File: src/rtl/fetch_pkg.sv
// Shared types and defaults for the instruction fetch stage.
// Queue entries carry the fetch address alongside the returned instruction word.
package fetch_pkg;

  localparam int          WORD_W           = 32;
  localparam int          DEFAULT_DEPTH    = 4;
  localparam logic [31:0] DEFAULT_RESET_PC = 32'h0000_0000;

  typedef struct packed {
    logic [WORD_W-1:0] pc;
    logic [WORD_W-1:0] ir;
  } fetch_entry_t;

  function automatic logic [WORD_W-1:0] word_align(input logic [WORD_W-1:0] addr);
    return {addr[WORD_W-1:2], 2'b00};
  endfunction

endpackage

File: src/rtl/fetch_queue.sv
// Prefetch FIFO of {pc, ir} entries with single-cycle flush.
// The head entry is read combinationally; push and pop may coincide even when full.
module fetch_queue
  import fetch_pkg::*;
#(
  parameter int DEPTH = DEFAULT_DEPTH
) (
  input  logic                       clk,
  input  logic                       rst,
  input  logic                       flush,
  input  logic                       push,
  input  fetch_entry_t               push_entry,
  input  logic                       pop,
  output fetch_entry_t               head,
  output logic [$clog2(DEPTH+1)-1:0] count
);

  localparam int PTR_W = $clog2(DEPTH);
  localparam int CNT_W = $clog2(DEPTH+1);

  logic [PTR_W-1:0] rd_ptr_reg;
  logic [PTR_W-1:0] wr_ptr_reg;
  logic [CNT_W-1:0] count_reg;
  logic             empty;
  logic             full;
  logic             do_push;
  logic             do_pop;
  fetch_entry_t     entry_q [DEPTH];

  assign empty   = (count_reg == '0);
  assign full    = (count_reg == CNT_W'(DEPTH));
  assign do_pop  = pop && !empty && !flush;
  assign do_push = push && !flush && (!full || do_pop);

  generate
    for (genvar gi = 0; gi < DEPTH; gi++) begin : g_entry
      fetch_entry_t data_reg;

      always_ff @(posedge clk or posedge rst) begin
        if (rst) begin
          data_reg <= '0;
        end else if (do_push && (wr_ptr_reg == PTR_W'(gi))) begin
          data_reg <= push_entry;
        end
      end

      assign entry_q[gi] = data_reg;
    end
  endgenerate

  always_ff @(posedge clk or posedge rst) begin
    if (rst) begin
      rd_ptr_reg <= '0;
      wr_ptr_reg <= '0;
      count_reg  <= '0;
    end else if (flush) begin
      rd_ptr_reg <= '0;
      wr_ptr_reg <= '0;
      count_reg  <= '0;
    end else begin
      if (do_push) begin
        wr_ptr_reg <= wr_ptr_reg + PTR_W'(1);
      end
      if (do_pop) begin
        rd_ptr_reg <= rd_ptr_reg + PTR_W'(1);
      end
      case ({do_push, do_pop})
        2'b10:   count_reg <= count_reg + CNT_W'(1);
        2'b01:   count_reg <= count_reg - CNT_W'(1);
        default: count_reg <= count_reg;
      endcase
    end
  end

  assign head  = entry_q[rd_ptr_reg];
  assign count = count_reg;

endmodule

File: src/rtl/inst_fetch_unit.sv
// Instruction fetch stage: PC generation, credit-limited memory requests,
// in-order response capture into the prefetch queue, and redirect handling.
module inst_fetch_unit
  import fetch_pkg::*;
#(
  parameter int          DEPTH    = DEFAULT_DEPTH,
  parameter logic [31:0] RESET_PC = DEFAULT_RESET_PC
) (
  input  logic              clk,
  input  logic              rst_n,
  output logic              imem_req,
  output logic [WORD_W-1:0] imem_addr,
  input  logic              imem_gnt,
  input  logic              imem_rvalid,
  input  logic [WORD_W-1:0] imem_rdata,
  input  logic              redirect_valid,
  input  logic [WORD_W-1:0] redirect_pc,
  output logic              if_valid,
  input  logic              if_ready,
  output logic [WORD_W-1:0] if_ir,
  output logic [WORD_W-1:0] if_pc
);

  localparam int CNT_W = $clog2(DEPTH+1);

  logic [WORD_W-1:0] fetch_pc_reg;
  logic [WORD_W-1:0] fetch_pc_next;
  logic [WORD_W-1:0] resp_pc_reg;
  logic [WORD_W-1:0] resp_pc_next;
  logic [CNT_W-1:0]  outstanding_reg;
  logic [CNT_W-1:0]  outstanding_next;
  logic [CNT_W-1:0]  discard_reg;
  logic [CNT_W-1:0]  discard_next;
  logic [CNT_W-1:0]  count;
  logic [CNT_W:0]    credit_used;
  logic              grant;
  logic              resp_fire;
  logic              resp_keep;
  logic              pop;
  fetch_entry_t      head;
  fetch_entry_t      push_entry;

  // Every granted request owns a queue slot until its response is consumed.
  assign credit_used = {1'b0, outstanding_reg} + {1'b0, count};
  assign imem_req    = !rst_n && !redirect_valid && (credit_used < (CNT_W+1)'(DEPTH));
  assign imem_addr   = fetch_pc_reg;
  assign grant       = imem_req && imem_gnt;

  // A response with nothing outstanding is spurious and leaves all state alone.
  assign resp_fire = imem_rvalid && (outstanding_reg != '0);
  assign resp_keep = resp_fire && !redirect_valid && (discard_reg == '0);

  assign if_valid = (count != '0) && !redirect_valid;
  assign pop      = if_valid && if_ready;
  assign if_pc    = head.pc;
  assign if_ir    = head.ir;

  assign push_entry.pc = resp_pc_reg;
  assign push_entry.ir = imem_rdata;

  always_comb begin
    fetch_pc_next    = fetch_pc_reg;
    resp_pc_next     = resp_pc_reg;
    outstanding_next = outstanding_reg;
    discard_next     = discard_reg;

    if (grant) begin
      outstanding_next = outstanding_next + CNT_W'(1);
    end
    if (resp_fire) begin
      outstanding_next = outstanding_next - CNT_W'(1);
    end

    if (redirect_valid) begin
      // Everything still in flight after this edge belongs to the old path.
      fetch_pc_next = word_align(redirect_pc);
      resp_pc_next  = word_align(redirect_pc);
      discard_next  = outstanding_next;
    end else begin
      if (grant) begin
        fetch_pc_next = fetch_pc_reg + 32'd4;
      end
      if (resp_fire) begin
        if (discard_reg != '0) begin
          discard_next = discard_reg - CNT_W'(1);
        end else begin
          resp_pc_next = resp_pc_reg + 32'd4;
        end
      end
    end
  end

  always_ff @(posedge clk or posedge rst_n) begin
    if (rst_n) begin
      fetch_pc_reg    <= RESET_PC;
      resp_pc_reg     <= RESET_PC;
      outstanding_reg <= '0;
      discard_reg     <= '0;
    end else begin
      fetch_pc_reg    <= fetch_pc_next;
      resp_pc_reg     <= resp_pc_next;
      outstanding_reg <= outstanding_next;
      discard_reg     <= discard_next;
    end
  end

  fetch_queue #(
    .DEPTH (DEPTH)
  ) u_queue (
    .clk        (clk),
    .rst        (rst_n),
    .flush      (redirect_valid),
    .push       (resp_keep),
    .push_entry (push_entry),
    .pop        (pop),
    .head       (head),
    .count      (count)
  );

endmodule

File: config.mk
export PLATFORM = sky130hd
export DESIGN_NAME = inst_fetch_unit
export DESIGN_NICKNAME = d
export VERILOG_FILES = /design/src/rtl/fetch_pkg.sv /design/src/rtl/fetch_queue.sv /design/src/rtl/inst_fetch_unit.sv
export SDC_FILE = /design/constraint.sdc
export NUM_CORES = 1
export LEC_CHECK = 0
export ABC_AREA = 1
export BUFFER_PORTS_ARGS = -buffer_cell sky130_fd_sc_hd__buf_2
export CAP_MARGIN = 20
export CORE_MARGIN = 2
export CORE_UTILIZATION = 30
export CTS_BUF_LIST = sky130_fd_sc_hd__clkbuf_8
export CTS_CLUSTER_DIAMETER = 150
export DETAILED_ROUTE_END_ITERATION = 10
export HOLD_SLACK_MARGIN = 0.15
export PLACE_DENSITY_LB_ADDON = 0.25
export SETUP_SLACK_MARGIN = 0.4
export SLEW_MARGIN = 20
export SYNTH_ARGS = -nofsm -noshare
export SYNTH_HDL_FRONTEND = slang
export SYNTH_SLANG_ARGS = --single-unit
File: constraint.sdc
create_clock -name clk -period 11.63 [get_ports clk]
set_input_delay 2.326 -clock clk [delete_from_list [all_inputs] [get_ports clk]]
set_output_delay 2.326 -clock clk [all_outputs]
set_load 0.05 [all_outputs]
==> results of run 1 <==
path summary, 6_finish.rpt:
path / cells past startpoint / slack (ns) / to / start
worst max-delay path: 6 / 5.18 / imem_req / redirect_valid
worst min-delay path: 2 / 0.48 / discard_reg[1] / discard_reg[1]
worst max register to register: 9 / 7.84 / u_queue.entry_q[89] / outstanding_reg[0]
worst min register to register: 2 / 0.48 / discard_reg[1] / discard_reg[1]
max in group asynchronous: 3 / 8.33 / u_queue.entry_q[54] / rst_n
min in group asynchronous: 2 / 1.82 / imem_addr[8] / rst_n
layout by cell type, fill, tap and decap left out, types with 2 or more instances in the layout:
| cell type | instances |
|---|---|
| nor3_1 | 12 |
| dfrtp_1 | 319 |
| o21ai_0 | 413 |
| inv_1 | 123 |
| buf_2 | 161 |
| nand3_1 | 81 |
| diode_2 | 3 |
| o211ai_1 | 10 |
| nand4_1 | 12 |
| a31oi_1 | 9 |
| o21bai_1 | 5 |
| nor2_4 | 4 |
| a21oi_1 | 24 |
| nand2_1 | 778 |
| conb_1 | 4 |
| inv_2 | 7 |
| nor2_1 | 208 |
| xnor2_1 | 3 |
| clkinv_2 | 5 |
| nand3b_1 | 7 |
| clkbuf_8 | 67 |
| clkinvlp_4 | 4 |
| o22ai_1 | 55 |
| xor2_1 | 16 |
| or2_2 | 2 |
| buf_4 | 16 |
| ha_1 | 13 |
tightest hold or removal path, cell delays in order (launching register included):
cell     delay (ns)
dfrtp_1        0.34
nand2_1        0.06
nand2_1        0.05
power by group:
group          internal (mW)  total, mW  switching, mW
clock network          0.518       1.01          0.490
registers               1.32       1.50          0.186
logic                  0.420       1.82           1.40
total                   2.26       4.34           2.08
logic make-up (layout without fill, tap and decap cells):
family                     count (synthesis)  in the layout
and+or+nand+nor                         1110           1110
DFF                                      321            321
buffers and inverters                    271            386
adders and majority gates                 14             14
xor gates and xnor gates                  19             19
other                                      1              7
AOI/OAI and AO/OA                        518            518
per-layer routing:
metal	global-route usage [%]	up-vias	share of wire, %
li1	-	7462	-
met1	25.14	7383	45
met2	31.59	503	46
met3	4.034	95	6.5
met4	6.080	4	2.6
met5	0	-	0.049
area by class of cell:
type                    count  area [µm²]
multi-input cells        1665        7502
diodes                      3       7.507
flip-flops and latches    321        8038
well taps                 704       880.8
inverters                 110       419.2
clock buffers              67       922.1
repair buffers            178       945.9
clock inverters            31       138.9
fillers                  5886       36020
through the flow:
step	hold slack [ns]	total power [mW]	std cells	worst slack, ns	area, µm²
6_report	0.4812	4.336	3079	5.180	18850
5_1_grt	0.4987	4.619	3076	4.974	18850
4_1_cts	0.4830	4.396	3076	5.178	18850
3_5_place_dp	0.4668	3.365	2978	5.175	17790
3_3_place_gp	0.4663	3.337	2978	5.216	17790
2_1_floorplan	0.4488	2.847	2257	1.518	16620
==> results.py, run 1 <==
metrics = {
    "yosys": {
        "synth-simple-area-share_pct": 26.55,
        "synth_top_cell_by_area": "dfrtp_1",
        "synthAdderAreaFrac_pct": 1.100,
        "synth_xor_area_share_pct": 1.002,
        "synth_edf_count": 0,
        "synthCells": 2254,
        "synth.yosys.warnings": 0,
        "synth.most_common_cell": "nand2_1",
        "syn_area_per_cell_um2": 7.365,
        "yosys-top-cells-area": "dfrtp_1 (48%), nand2_1 (18%), o21ai_0 (12%)",
        "ys_seq_elements": 321,
        "synthMuxAreaShare_pct": 0,
        "synthArstFlopShare_pct": 100.0,
        "ys_types": 36,
        "synth_compound_area_share_pct": 16.36,
        "syn_area_um2": 16600,
        "ys_seq_area_share_pct": 48.39,
        "synth_commonest_cells": "nand2_1 (778), o21ai_0 (413), dfrtp_1 (321)",
        "synthFlopType": "dfrtp_1",
        "synth_top_area_share_pct": 48.39,
        "synth_top_family_by_area": "simple AND/OR/NAND/NOR gates",
    },
    "global_routing": {
        "grt_pass1_wl_um": 86220,
        "grt-ovfl-total": 0,
        "grt_pass1_vias": 15430,
        "grt_start_max_net_pins": 165,
        "grt_antenna_before_repair": 4,
        "gr-usage-all-layers_pct": 19.17,
    },
    "sta": {
        "period_share_pct": 55.46,
        "maxSlewHeadroom_pct": 29.00,
        "rsz0062_at_grt": "false",
        "setup_tns_ns": 0,
        "clock_skew_ns": 0.03988,
        "hold_viol_final": 0,
        "max_freq_mhz": 155.0,
        "worst_slew_pin_slew_ns": 1.062,
        "layout_min_cycle_time_ns": 6.450,
        "setup_viol": 0,
        "slew_viol_final": 0,
    },
    "clock_tree": {
        "htree_levels": 2,
        "cts_tree": "built",
        "post_cts_resized": 0,
        "post-cts-setup-buffers": 0,
        "cts.sinks": 321,
        "clk_latency_ns": 0.67,
        "cts_buffers": 57,
        "clockBufferDepth": 3,
        "path_clk_slew_ns": 0.06,
        "cts_hold_buf": 0,
        "clockRootBuffer": "clkbuf_8",
    },
    "final_layout": {
        "final_util_pct": 34.36,
        "drive_above_1_share_pct": 11.51,
        "nNetsFinal": 2417,
        "syn_to_final_growth_pct": 13.57,
        "largest_reg_flops": 248,
    },
    "die": {
        "initial_core_util_pct": 30.25,
        "die_area_um2": 57230,
        "num_io_pins": 168,
        "fp.dieW_um": 239.2,
        "fp-row-count": 86,
        "die_y_um": 239.2,
        "core_area_um2": 54880,
    },
    "route": {
        "drt_iter0_markers": 1110,
        "via_per_inst": 5.017,
        "wl_per_cell_um": 17.77,
        "routed_wl_um": 54720,
        "drc": 0,
        "ant_nets": 0,
        "drt_pass1_iterations": 6,
        "num_vias": 15450,
    },
    "critical_path": {
        "required_ns": 9.30,
        "path_cells": "buf_2 -> buf_4 -> inv_2 -> nand3b_1 -> nor2_1 -> buf_2",
        "crit_slowest_cell": "inv_2",
        "max_stage_delay_ns": 0.61,
        "start_kind": "input port",
        "critical_path_class": "input port to output pin",
        "worst-path-buf-inv": 4,
        "cp_top_family": "buffers and inverters",
        "cpMostUsedCell": "buf_2",
        "crit_fanout": 49,
        "crit_path_end_kind": "output pin",
        "crit_arrival_ns": 4.12,
    },
    "run_status": {
        "status": "complete, no violations",
    },
    "place": {
        "post-dp-hpwl_um": 32150,
        "place_congestion": 0.8994,
        "io_buffer_count": 161,
    },
    "pwr": {
        "p_leak_nw": 9.878,
        "p_per_area_nw_per_um2": 230.0,
        "peakVddDrop_v": 0.0001314,
    },
    "run": {
        "maxCapViolations": 0,
    },
    "min_path": {
        "hold_class": "flop to flop",
    },
}
No activity file was read; power rests on OpenSTA's default activity.
==> inputs of run 2 (changes only) <==
Clock period 11.63 ns to 6.7 ns, I/O delays scaled along.
==> run 2 against run 1 <==
Effect of this change: first-iteration DRC count up 3.6%; sequential cell count unchanged; combinational power is 75% higher; clock power is 78% higher; via count barely moved; non-clock buffer count up 2; worst setup slack worse by 3.3 ns; sequential share of layout area is 0.29 points lower; design area is 0.68% higher; count of clock-buffer cells in the layout up 4; cell count did not move; critical path type is now flop to output pin; critical endpoint is now if_ir[14]; highest routed layer is now met4.
==> results.py, run 2 (synthesis results as in run 1) <==
metrics = {
    "sta": {
        "max_freq_mhz": 207.9,
        "rsz0062_at_grt": "false",
        "slew_viol_final": 0,
        "maxSlewHeadroom_pct": 30.59,
        "setup_slack_ns": 1.889,
        "worst_slew_pin_slew_ns": 1.041,
        "setup_viol": 0,
        "layout_min_cycle_time_ns": 4.811,
        "clock_skew_ns": 0.03667,
        "period_share_pct": 71.81,
        "hold_viol_final": 0,
    },
    "final_layout": {
        "fin_cells": 3079,
        "final_util_pct": 34.59,
        "ff_latch_area_um2": 8038,
        "syn_to_final_growth_pct": 14.34,
        "fillers": 5912,
        "design_area_um2": 18980,
        "final_common_cell": "nand2_1",
        "multiInputGateArea_um2": 7502,
        "largest_reg_flops": 248,
        "layout_common_cells": "nand2_1 (778), o21ai_0 (413), dfrtp_1 (319)",
        "drive_above_1_share_pct": 11.88,
        "nNetsFinal": 2419,
    },
    "clock_tree": {
        "cts_tree": "built",
        "clockBufferDepth": 3,
        "htree_levels": 2,
        "cts.sinks": 321,
        "path_clk_slew_ns": 0.06,
        "cts_buffers": 57,
        "post-cts-setup-buffers": 0,
        "cts_hold_buf": 0,
        "clk_latency_ns": 0.67,
        "post_cts_resized": 0,
        "clockRootBuffer": "clkbuf_8",
    },
    "place": {
        "place_ws_ns": 1.976,
        "io_buffer_count": 161,
        "place_congestion": 0.8995,
        "placed_cells": 2978,
        "post-dp-hpwl_um": 32030,
        "post_dp_cell_area_um2": 17820,
    },
    "global_routing": {
        "gr-usage-all-layers_pct": 19.10,
        "grt-ovfl-total": 0,
        "grt_start_max_net_pins": 185,
        "grt_pass1_wl_um": 86060,
        "grt_pass1_vias": 15100,
        "grt_antenna_before_repair": 1,
    },
    "die": {
        "fp-row-count": 86,
        "initial_core_util_pct": 30.25,
        "die_area_um2": 57230,
        "core_area_um2": 54880,
        "fp.dieW_um": 239.2,
        "die_y_um": 239.2,
        "num_io_pins": 168,
    },
    "route": {
        "ant_nets": 0,
        "drc": 0,
        "num_vias": 15460,
        "drt_iter0_markers": 1150,
        "wl_per_cell_um": 17.75,
        "routed_wl_um": 54640,
        "drt_pass1_iterations": 5,
        "via_per_inst": 5.021,
    },
    "run": {
        "maxCapViolations": 0,
    },
    "pwr": {
        "p_per_area_nw_per_um2": 400.6,
        "p_leak_nw": 9.917,
        "total_power_mw": 7.604,
        "peakVddDrop_v": 0.0002207,
    },
    "critical_path": {
        "start_kind": "flop",
        "crit_fanout": 90,
        "crit_arrival_ns": 3.47,
        "critical_path_class": "flop to output pin",
        "crit_path_end_kind": "output pin",
        "required_ns": 5.36,
    },
    "min_path": {
        "hold_class": "flop to flop",
    },
    "run_status": {
        "status": "complete, no violations",
    },
}
[run 2: changes by cell type in the layout (fill, tap and decap cells not counted)]
cell	change
clkbuf_8	+4
clkinv_2	+3
buf_16	+1
inv_4	+1
clkinvlp_4	-1
inv_8	-1
buf_4	-3
diode_2	-2
inv_1	-7
buf_12	+4
clkinv_8	+1
[run 2: layout make-up]
class	count	share of cell area (%)
multi-input cells	1665	39.52
clock inverters	27	0.6855
clock buffers	71	5.148
inverters	110	2.215
diodes	1	0.01318
repair buffers	180	5.431
flip-flops and latches	321	42.34
well taps	704	4.640
[run 2: worst paths after layout]
check,cells after the start,slack (ns),from,to
worst max-delay path,5,1.89,u_queue.rd_ptr_reg[0],if_ir[14]
worst min-delay path,2,0.49,u_queue.entry_q[113],u_queue.entry_q[113]
worst max register to register,10,3.19,outstanding_reg[0],u_queue.entry_q[232]
worst min register to register,2,0.49,u_queue.entry_q[113],u_queue.entry_q[113]
max in group asynchronous,5,3.90,rst_n,u_queue.rd_ptr_reg[1]
min in group asynchronous,3,0.80,rst_n,outstanding_reg[1]
[run 2: metrics by stage]
step,hold WS [ns],setup TNS [ns]
6_report,0.4909,0
4_1_cts,0.4923,0
5_1_grt,0.5178,0
2_1_floorplan,0.4488,-33.42
3_5_place_dp,0.4743,0
3_3_place_gp,0.4667,0
[run 2: worst max-delay path: stages, from the launching register on]
cell and delay [ns]:
dfrtp_4 0.70, inv_4 0.84, buf_4 0.56, o21ai_0 0.14
o22ai_1 0.24, buf_2 0.32
[run 2: where the power goes]
group	total (mW)	switching (mW)	internal (mW)
combinational	3.18	2.44	0.733
clock	1.80	0.856	0.947
sequential	2.62	0.334	2.29
[run 2: routing by layer]
metal,share of wire [%],up-vias,GRT usage (%),wire (µm)
met2,46,456,31.57,25220
met5,0,-,0,0
met1,46,7462,25.67,25230
met4,2.1,0,5.644,1158
met3,5.5,81,3.112,3032
li1,-,7460,-,-
==> inputs of run 3 (changes only) <==
Settings changed: ABC_AREA 1 to 0.
Clock period 6.7 ns to 4.3 ns, I/O delays scaled along.
==> run 3 against run 2 <==
Effect of this change: sequential power up 49%; largest power group is now sequential cells; power up 34%; highest routed layer unchanged; clock skew down 0.0082 ns; critical path type unchanged; critical endpoint is now if_ir[10].
==> results.py, run 3 <==
metrics = {
    "run_status": {
        "status": "complete, no violations",
    },
    "clock_tree": {
        "cts_hold_buf": 0,
        "clk_latency_ns": 0.64,
        "clockRootBuffer": "clkbuf_8",
        "cts_buffers": 58,
        "htree_levels": 2,
        "post-cts-setup-buffers": 0,
        "cts.sinks": 321,
        "clockBufferDepth": 3,
        "path_clk_slew_ns": 0.05,
        "cts_tree": "built",
        "post_cts_resized": 0,
    },
    "yosys": {
        "synthArstFlopShare_pct": 100.0,
        "synth_top_area_share_pct": 52.98,
        "yosys-top-cells-area": "dfrtp_1 (53%), mux2_1 (18%), mux4_2 (9.2%)",
        "synth_edf_count": 0,
        "ys_seq_elements": 321,
        "synth_commonest_cells": "dfrtp_1 (321), mux2_1 (240), mux4_2 (62)",
        "syn_area_per_cell_um2": 14.10,
        "synth.most_common_cell": "dfrtp_1",
        "synthFlopType": "dfrtp_1",
        "synth.yosys.warnings": 0,
        "ys_seq_area_share_pct": 52.98,
        "syn_area_um2": 15160,
        "synth_top_cell_by_area": "dfrtp_1",
        "synthCells": 1075,
        "ys_types": 56,
    },
    "place": {
        "place_congestion": 0.8051,
        "post_dp_cell_area_um2": 16610,
        "post-dp-hpwl_um": 22780,
        "placed_cells": 1862,
        "io_buffer_count": 161,
        "place_ws_ns": 1.271,
    },
    "final_layout": {
        "layout_common_cells": "dfrtp_1 (319), mux2_1 (240), buf_2 (161)",
        "final_util_pct": 35.39,
        "nNetsFinal": 1334,
        "largest_reg_flops": 248,
        "multiInputGateArea_um2": 6600,
        "ff_latch_area_um2": 8038,
        "fillers": 4982,
        "diodes": 0,
        "design_area_um2": 17720,
        "drive_above_1_share_pct": 28.01,
        "fin_cells": 1961,
        "syn_to_final_growth_pct": 16.85,
        "final_common_cell": "dfrtp_1",
    },
    "route": {
        "drt_pass1_iterations": 4,
        "routedLengthMet1_um": 17010,
        "routed_wl_um": 35500,
        "via_per_inst": 4.824,
        "dr_wl_met3_um": 1885,
        "ant_nets": 0,
        "drt_iter0_markers": 373,
        "drc": 0,
        "wl_per_cell_um": 18.10,
        "num_vias": 9459,
        "topRoutingLayerUsed": "met4",
        "met2_length_um": 15860,
    },
    "sta": {
        "setup_slack_ns": 0.9615,
        "rsz0062_at_grt": "false",
        "period_share_pct": 77.64,
        "setup_tns_ns": 0,
        "layout_min_cycle_time_ns": 3.339,
        "hold_viol_final": 0,
        "maxSlewHeadroom_pct": 41.30,
        "setup_viol": 0,
        "hold_slack_ns": 0.4366,
        "clock_skew_ns": 0.02848,
        "slew_viol_final": 0,
        "max_freq_mhz": 299.5,
        "worst_slew_pin_slew_ns": 0.8805,
    },
    "die": {
        "die_y_um": 228.8,
        "die_area_um2": 52350,
        "initial_core_util_pct": 30.28,
        "fp.dieW_um": 228.8,
        "num_io_pins": 168,
        "fp-row-count": 82,
        "core_area_um2": 50070,
    },
    "pwr": {
        "p_per_area_nw_per_um2": 575.3,
        "p_leak_nw": 8.338,
        "peakVddDrop_v": 0.0002831,
        "total_power_mw": 10.19,
    },
    "global_routing": {
        "grt_pass1_wl_um": 57660,
        "grt_pass1_vias": 10180,
        "grt_start_max_net_pins": 145,
        "grt_antenna_before_repair": 0,
        "grt-ovfl-total": 0,
        "gr-usage-all-layers_pct": 13.88,
    },
    "min_path": {
        "hold_class": "input port to asynchronous set/reset pin",
    },
    "critical_path": {
        "required_ns": 3.44,
        "crit_path_end_kind": "output pin",
        "critical_path_class": "flop to output pin",
        "crit_fanout": 23,
        "start_kind": "flop",
        "reg2reg_depth": 8,
        "crit_arrival_ns": 2.48,
    },
    "run": {
        "maxCapViolations": 0,
    },
}
==> run 3: cell count changes in the layout (fill, tap and decap cells not counted), moves of 54 or more <==
cell     delta
nand2_1   -720
mux2_1    +240
mux4_2     +62
o21ai_0   -383
inv_1      -81
o22ai_1    -54
nor2_1    -181
==> run 3: kinds of logic (layout without fill, tap and decap cells) <==
group | count (synthesis) | after routing | synth area share (%)
flops | 321 | 321 | 52.98
buf+inv | 85 | 296 | 3.631
mux | 323 | 323 | 28.55
other cells | 1 | 4 | 0.02473
compound gates | 82 | 82 | 3.524
fa+ha+maj | 14 | 14 | 1.205
xor+xnor | 46 | 46 | 2.657
simple gates | 203 | 203 | 7.427
==> run 3: cell type report <==
class / count / share of cell area (%)
flip-flops and latches: 321 / 45.37
multi-input cells: 672 / 37.25
repair buffers: 181 / 6.031
clock buffers: 70 / 5.438
well taps: 672 / 4.746
clock inverters: 29 / 0.8051
inverters: 16 / 0.3602
==> run 3: worst paths after layout <==
kind / startpoint / to / slack (ns)
setup reg to reg: outstanding_reg[0] / u_queue.entry_q[88] / 1.57
hold reg to reg: u_queue.entry_q[48] / u_queue.entry_q[48] / 0.48
hold / removal: rst_n / u_queue.rd_ptr_reg[1] / 0.44
min in group clk: redirect_pc[16] / resp_pc_reg[16] / 0.46
max in group asynchronous: rst_n / u_queue.entry_q[86] / 3.14
setup / recovery: u_queue.rd_ptr_reg[1] / if_ir[10] / 0.96
==> run 3: power by group <==
part / leakage [nW] / internal, mW / switching (mW) / total (mW)
clock network: 0.643 / 1.46 / 1.27 / 2.73
logic: 3.46 / 1.20 / 2.36 / 3.55
registers: 4.23 / 3.53 / 0.377 / 3.91
==> run 3: layer usage <==
| layer | up-vias | global-route usage, % |
|---|---|---|
| li1 | 4309 | - |
| met1 | 4883 | 19.25 |
| met2 | 212 | 21.55 |
| met3 | 55 | 3.543 |
| met4 | 0 | 3.815 |
| met5 | - | 0 |
==> run 3: worst max-delay path: stages, from the launching register on <==
cell and delay (ns):
dfrtp_2 0.88, buf_4 0.37, mux4_2 0.35, buf_2 0.23
